===== src/rtl/order_gen.sv =====
// ---------------------------------------------------------------------------
// order_gen
// Output-stage order generator for the trading pipeline. Each accepted
// (signal, allow_trade, kill_switch) beat becomes at most one buy or sell
// order. The block tracks a signed Q16.16 net position, keeps it within
// +/-POS_LIMIT, drops beats during a post-order cooldown, and latches a halt
// when a kill request is seen.
//
// Optional build macro: ORDER_STATS_EN adds the ord_count / drop_count
// saturating statistics outputs.
//
// Ports:
//   clk, rst_n            clock, asynchronous active-low reset
//   in_valid/in_ready     input beat handshake (in_ready depends on state only)
//   signal_in             signed Q16.16 trading signal
//   allow_trade           risk permission for the beat
//   kill_switch           risk kill request for the beat
//   ord_valid/ord_ready   order handshake
//   ord_side              1 = buy, 0 = sell
//   ord_qty               order quantity, Q16.16
//   position_out          signed Q16.16 net position
//   halted                high while halted
//   clear_halt            single-cycle pulse that releases the halt
//   ord_count             (ORDER_STATS_EN) completed order handshakes
//   drop_count            (ORDER_STATS_EN) accepted beats producing no order
// ---------------------------------------------------------------------------
module order_gen #(
   parameter logic signed [31:0] THRESH    = 32'sh0000_8000,
   parameter logic signed [31:0] ORDER_QTY = 32'sh0001_0000,
   parameter logic signed [31:0] POS_LIMIT = 32'sh000A_0000,
   parameter int unsigned        COOLDOWN  = 4
) (
   input  logic               clk,
   input  logic               rst_n,
   input  logic               in_valid,
   output logic               in_ready,
   input  logic signed [31:0] signal_in,
   input  logic               allow_trade,
   input  logic               kill_switch,
   output logic               ord_valid,
   input  logic               ord_ready,
   output logic               ord_side,
   output logic        [31:0] ord_qty,
   output logic signed [31:0] position_out,
   output logic               halted,
   input  logic               clear_halt
`ifdef ORDER_STATS_EN
   ,
   output logic        [15:0] ord_count,
   output logic        [15:0] drop_count
`endif
);

   localparam logic [1:0] ST_IDLE = 2'd0;
   localparam logic [1:0] ST_EMIT = 2'd1;
   localparam logic [1:0] ST_COOL = 2'd2;
   localparam logic [1:0] ST_HALT = 2'd3;

   // 33-bit copies so negation and +/- quantity can never overflow
   localparam logic signed [32:0] THRESH_X     = 33'(THRESH);
   localparam logic signed [32:0] NEG_THRESH_X = -THRESH_X;
   localparam logic signed [32:0] QTY_X        = 33'(ORDER_QTY);
   localparam logic signed [32:0] LIM_X        = 33'(POS_LIMIT);
   localparam logic signed [32:0] NEG_LIM_X    = -LIM_X;
   localparam logic        [15:0] CD_LOAD      = 16'(COOLDOWN);
   localparam bit                 CD_EN        = (COOLDOWN != 32'd0);

   logic [1:0]         state_r,   state_nx_s;
   logic [15:0]        cnt_r,     cnt_nx_s;
   logic signed [31:0] pos_r,     pos_nx_s;
   logic               side_r,    side_nx_s;
   logic [31:0]        qty_r,     qty_nx_s;
   logic               ord_valid_r;
   logic               halted_r;
   logic               in_ready_r;

   logic               accept_s;
   logic               done_s;
   logic               drop_s;
   logic signed [32:0] sig_x_s;
   logic signed [32:0] pos_x_s;
   logic signed [32:0] pos_up_s;
   logic signed [32:0] pos_dn_s;
   logic               buy_ok_s;
   logic               sell_ok_s;

   assign accept_s     = in_valid && in_ready_r;
   assign in_ready     = in_ready_r;
   assign ord_valid    = ord_valid_r;
   assign ord_side     = side_r;
   assign ord_qty      = qty_r;
   assign position_out = pos_r;
   assign halted       = halted_r;

   // Widened signal/position arithmetic and the buy/sell eligibility tests
   always_comb begin
      sig_x_s   = 33'(signal_in);
      pos_x_s   = 33'(pos_r);
      pos_up_s  = pos_x_s + QTY_X;
      pos_dn_s  = pos_x_s - QTY_X;
      buy_ok_s  = allow_trade && (sig_x_s > THRESH_X)     && (pos_up_s <= LIM_X);
      sell_ok_s = allow_trade && (sig_x_s < NEG_THRESH_X) && (pos_dn_s >= NEG_LIM_X);
   end

   // Next-state, order latch, position and cooldown counter decisions
   always_comb begin
      state_nx_s = state_r;
      cnt_nx_s   = cnt_r;
      pos_nx_s   = pos_r;
      side_nx_s  = side_r;
      qty_nx_s   = qty_r;
      done_s     = 1'b0;
      drop_s     = 1'b0;
      case (state_r)
         ST_IDLE: begin
            if (accept_s) begin
               if (kill_switch) begin
                  state_nx_s = ST_HALT;
                  drop_s     = 1'b1;
               end else if (buy_ok_s) begin
                  state_nx_s = ST_EMIT;
                  side_nx_s  = 1'b1;
                  qty_nx_s   = ORDER_QTY;
               end else if (sell_ok_s) begin
                  state_nx_s = ST_EMIT;
                  side_nx_s  = 1'b0;
                  qty_nx_s   = ORDER_QTY;
               end else begin
                  drop_s     = 1'b1;
               end
            end else begin
               state_nx_s = ST_IDLE;
            end
         end
         ST_EMIT: begin
            if (ord_ready) begin
               done_s = 1'b1;
               if (side_r) begin
                  pos_nx_s = pos_up_s[31:0];
               end else begin
                  pos_nx_s = pos_dn_s[31:0];
               end
               if (CD_EN) begin
                  state_nx_s = ST_COOL;
                  cnt_nx_s   = CD_LOAD;
               end else begin
                  state_nx_s = ST_IDLE;
                  cnt_nx_s   = 16'd0;
               end
            end else begin
               state_nx_s = ST_EMIT;
            end
         end
         ST_COOL: begin
            drop_s = accept_s;
            if (accept_s && kill_switch) begin
               state_nx_s = ST_HALT;
               cnt_nx_s   = 16'd0;
            end else if (cnt_r <= 16'd1) begin
               // counter reads 1 this cycle: back to IDLE next cycle
               state_nx_s = ST_IDLE;
               cnt_nx_s   = 16'd0;
            end else begin
               cnt_nx_s   = cnt_r - 16'd1;
            end
         end
         ST_HALT: begin
            drop_s = accept_s;
            // a kill beat arriving with clear_halt keeps the halt latched
            if (clear_halt && !(accept_s && kill_switch)) begin
               state_nx_s = ST_IDLE;
            end else begin
               state_nx_s = ST_HALT;
            end
         end
         default: begin
            state_nx_s = ST_IDLE;
            cnt_nx_s   = 16'd0;
         end
      endcase
   end

   // State, order, position registers; handshake flags registered from next state
   always_ff @(posedge clk or negedge rst_n) begin
      if (!rst_n) begin
         state_r     <= ST_IDLE;
         cnt_r       <= 16'd0;
         pos_r       <= 32'sd0;
         side_r      <= 1'b0;
         qty_r       <= 32'd0;
         ord_valid_r <= 1'b0;
         halted_r    <= 1'b0;
         in_ready_r  <= 1'b1;
      end else begin
         state_r     <= state_nx_s;
         cnt_r       <= cnt_nx_s;
         pos_r       <= pos_nx_s;
         side_r      <= side_nx_s;
         qty_r       <= qty_nx_s;
         ord_valid_r <= (state_nx_s == ST_EMIT);
         halted_r    <= (state_nx_s == ST_HALT);
         in_ready_r  <= (state_nx_s != ST_EMIT);
      end
   end

`ifdef ORDER_STATS_EN
   logic [15:0] ord_cnt_r;
   logic [15:0] drop_cnt_r;

   assign ord_count  = ord_cnt_r;
   assign drop_count = drop_cnt_r;

   // Saturating counters of completed orders and dropped beats
   always_ff @(posedge clk or negedge rst_n) begin
      if (!rst_n) begin
         ord_cnt_r  <= 16'd0;
         drop_cnt_r <= 16'd0;
      end else begin
         if (done_s && (ord_cnt_r != 16'hFFFF)) begin
            ord_cnt_r <= ord_cnt_r + 16'd1;
         end else begin
            ord_cnt_r <= ord_cnt_r;
         end
         if (drop_s && (drop_cnt_r != 16'hFFFF)) begin
            drop_cnt_r <= drop_cnt_r + 16'd1;
         end else begin
            drop_cnt_r <= drop_cnt_r;
         end
      end
   end
`endif

endmodule


===== config.mk =====
export PLATFORM = sky130hd
export DESIGN_NAME = order_gen
export DESIGN_NICKNAME = d
export VERILOG_FILES = /design/src/rtl/order_gen.sv
export SDC_FILE = /design/constraint.sdc
export NUM_CORES = 1
export LEC_CHECK = 0
export CAP_MARGIN = 10
export CORE_MARGIN = 2
export CORE_UTILIZATION = 47
export CTS_CLUSTER_DIAMETER = 60
export CTS_CLUSTER_SIZE = 14
export DETAILED_ROUTE_END_ITERATION = 6
export GPL_TIMING_DRIVEN = 0
export HOLD_SLACK_MARGIN = 0.02
export PLACE_DENSITY_LB_ADDON = 0.15
export SETUP_SLACK_MARGIN = 0.4
export SLEW_MARGIN = 20
export SYNTH_ARGS = -nofsm -noshare
export SYNTH_HDL_FRONTEND = slang
export SYNTH_SLANG_ARGS = --single-unit

===== constraint.sdc =====
create_clock -name clk -period 3.1 [get_ports clk]
set_input_delay 0.465 -clock clk [delete_from_list [all_inputs] [get_ports clk]]
set_output_delay 0.465 -clock clk [all_outputs]
set_load 0.01 [all_outputs]

==> metrics.yaml <==
run_status:
  outcome: "completed"
setup_path:
  startpoint_type: "flop"
  path_delay_family: "simple AND/OR/NAND/NOR gates"
  rr_startpoint: "position_out[19]$_DFFE_PN0P_"
  max_stage_delay_ns: 0.51
  cp.required_ns: 3.33
  rrSetupSlack_ns: 0.48
  crit_top_cell: "nor4b_4"
  cp_cell_sequence: "nor4b_4 -> nand2_2 -> or4_4 -> a221o_1 -> nor4b_4 -> nor3_4 -> a211o_1"
  cp.arrival_ns: 2.86
  crit_path_end_kind: "flop"
  r2r_end: "in_ready$_DFF_PN1_"
  cp_num_buf_inv: 0
  cp_max_fo: 7
  crit_type: "flop to flop"
  rr_worst_depth: 7
  slowest_stage: "dfrtp_1"
detailed_routing:
  drtIter0Drc: 245
  firstDrtPassIters: 5
  wl_per_cell_um: 14.02
  drc: 0
  drtAntennaViolNets: 0
  drt-vias-per-instance: 5.387
  wirelength_um: 8555
  num_vias: 3286
clocking:
  cts_buffer_depth: 2
  clk_pin_slew_ns: 0.09
  cts_tree: "built"
  cts_buffers: 5
  cts-root-buf: "clkbuf_8"
  insertion_delay_ns: 0.30
  htree_levels: 2
  cts_sinks: 39
sta:
  min_period_ns: 2.624
  tightest_slew_ns: 0.5927
  clock.fmax_mhz: 381.1
  slew_violations: 0
  hold_viol_final: 0
  slew_headroom: 0.6015
  hold-worst-slack_ns: 0.4832
  fin_crit_sh: 0.8465
  setup_violations: 0
  fin_skew_ns: 0.007712
  rsz0062_at_grt: "yes"
  tns_ns: 0
global_route:
  grtUsageTotal: 0.2180
  grt_pass1_wl_um: 13220
  grt_start_max_net_pins: 33
  grt_overflow: 0
  antenna_found_initial: 0
  first_global_vias: 2816
placement:
  routabilityCongestion: 0.9144
  portBuffers: 59
  place_hpwl_um: 6514
  dp_cells: 592
  dpl_cell_area_um2: 4125
finish:
  syn_to_final_growth_pct: 35.15
  diodes: 0
  layout.nets: 574
  fillCellCount: 586
  final_cell_count_no_fill: 610
  multi_input_area_um2: 2023
  drive_gt1_frac: 0.1887
  fin_area_um2: 4368
  regArea_um2: 979.7
worst_hold_path:
  hold_class: "flop to flop"
  hp-start: "cnt_r[9]$_DFFE_PN0P_"
  min_to: "cnt_r[9]$_DFFE_PN0P_"
  holdPathStages: 2
die:
  num_rows: 30
  dieArea_um2: 7556
  die_h_um: 86.93
  die_x_um: 86.93
  boundaryPins: 107
  start_util: 0.4810
  coreArea_um2: 6719
yosys:
  yosys_warnings: 0
  async_flop_share: 1.000
  syn_area_per_cell_um2: 7.960
  syn_area_um2: 3232
  synth-edff-count: 0
  ys.flop_type: "dfrtp_1"
  seq_area_frac_synth: 0.3024
  syn_inst: 406
  ys_ff_latch: 39
  netlist-cell-type-count: 58
power_and_ir_drop:
  p_leak_nw: 1.964
  power_density_nw_per_um2: 690.3
  max-vdd-ir-drop_mv: 0.4635
run:
  drv_cap: 0
==> worst register-to-register path, cell delays in order, from the launching register on <==
cell and delay (ns):
dfrtp_1 0.51, nor4b_4 0.37, nand2_2 0.11, or4_4 0.42
a221o_1 0.41, nor4b_4 0.34, nor3_4 0.11, a211o_1 0.30
==> cell usage after synthesis, types with 3 or more instances <==
| cell type | number | area share |
|---|---|---|
| inv_1 | 12 | 0.014 |
| xnor2_1 | 14 | 0.038 |
| dfrtp_1 | 38 | 0.29 |
| nor2b_1 | 4 | 0.0077 |
| o21ai_0 | 22 | 0.034 |
| xor2_1 | 13 | 0.035 |
| ha_1 | 6 | 0.023 |
| o211ai_1 | 3 | 0.0070 |
| nand2_1 | 30 | 0.035 |
| a21oi_1 | 20 | 0.031 |
| buf_4 | 47 | 0.11 |
| and3_1 | 6 | 0.012 |
| nor3_1 | 16 | 0.025 |
| nor4_1 | 15 | 0.029 |
| clkbuf_1 | 17 | 0.020 |
| and2_1 | 3 | 0.0058 |
| o31ai_1 | 4 | 0.0093 |
| or4_1 | 4 | 0.0093 |
| mux2i_1 | 4 | 0.012 |
| nor2_1 | 41 | 0.048 |
| or2_2 | 4 | 0.0077 |
| nand3_1 | 14 | 0.022 |
| nand4_1 | 17 | 0.033 |
| o41ai_1 | 3 | 0.0081 |
| or3_1 | 4 | 0.0077 |
| o22ai_1 | 4 | 0.0077 |
==> per-layer routing <==
layer	routed length (um)	vias to the layer above	global-route usage
li1	-	1607	-
met1	3514	1538	0.2818
met2	4462	127	0.3845
met3	499	14	0.03507
met4	78	0	0.04403
met5	0	-	0
==> metrics by stage <==
stage | total power [mW] | util | setup slack [ns]
finish | 3.015 | 0.6501 | 0.4759
global route | 3.255 | 0.6501 | 0.3767
CTS | 2.952 | 0.6402 | 0.4006
detailed placement | 2.506 | 0.6140 | 0.07739
global placement | 2.457 | 0.6117 | 0.1030
floorplan | 1.983 | - | 0.4132
==> kinds of logic after synthesis <==
family | Yosys count | synth area share
flip-flops | 39 | 0.3024
AND/OR/NAND/NOR | 172 | 0.2865
adder cells (fa/ha/maj) | 6 | 0.02323
XOR/XNOR | 27 | 0.07317
buffers and inverters | 79 | 0.1475
multiplexers | 4 | 0.01239
AO/OA/AOI/OAI | 78 | 0.1537
other | 1 | 0.001160
==> sequential cells by signal, indices dropped and copies added (netlist names) <==
| register | cells |
|---|---|
| ord_valid | 1 |
| halted | 1 |
| in_ready | 1 |
| state_r | 2 |
| cnt_r | 16 |
| position_out | 16 |
| ord_side | 1 |
| ord_qty | 1 |
==> cell usage in the layout (no fill, tap or decap), drive strengths merged, types with 6 or more instances in the layout <==
master / count
buf: 60
clkdlybuf4s50: 58
conb: 47
nor2: 41
dfrtp: 38
nand2: 31
clkbuf: 24
o21ai: 22
a21oi: 20
nand4: 17
nor3: 17
nor4: 15
xnor2: 14
nand3: 14
xor2: 13
inv: 13
and3: 6
ha: 6
==> worst max path at each step <==
| stage | end | cells past startpoint | slack, ns | start |
|---|---|---|---|---|
| 6_report | in_ready$_DFF_PN1_ | 7 | 0.48 | position_out[19]$_DFFE_PN0P_ |
| 5_1_grt | in_ready$_DFF_PN1_ | 10 | 0.38 | position_out[16]$_DFFE_PN0P_ |
| 4_1_cts | in_ready$_DFF_PN1_ | 8 | 0.40 | position_out[25]$_DFFE_PN0P_ |
| 3_5_place_dp | in_ready$_DFF_PN1_ | 9 | 0.08 | position_out[16]$_DFFE_PN0P_ |
| 3_3_place_gp | in_ready$_DFF_PN1_ | 9 | 0.10 | position_out[16]$_DFFE_PN0P_ |
| 2_1_floorplan | in_ready$_DFF_PN1_ | 9 | 0.41 | position_out[16]$_DFFE_PN0P_ |
==> what timing repair did <==
item	in CTS	in global routing
pin swaps	3	6
endpoints found under the setup margin	5	10
hold buffers	1	0
endpoints found under the hold margin	7	0
resized for setup	5	18
setup buffers	6	3
==> power by group <==
group          internal [mW]  total [mW]  leakage, nW  switching [mW]
registers              0.678       0.868        0.499           0.190
clock network          0.182       0.384       0.0516           0.201
logic                  0.784        1.76         1.41           0.979
==> area by class of cell <==
class / instances / area share
Buffer: 67 / 0.1003
Inverter: 12 / 0.01089
Multi-Input combinational cell: 334 / 0.4632
Clock inverter: 2 / 0.003151
Clock buffer: 6 / 0.01891
Timing Repair Buffer: 70 / 0.1564
Sequential cell: 39 / 0.2243
Tap cell: 80 / 0.02292
Note: power is estimated with default switching activity, not from simulation.
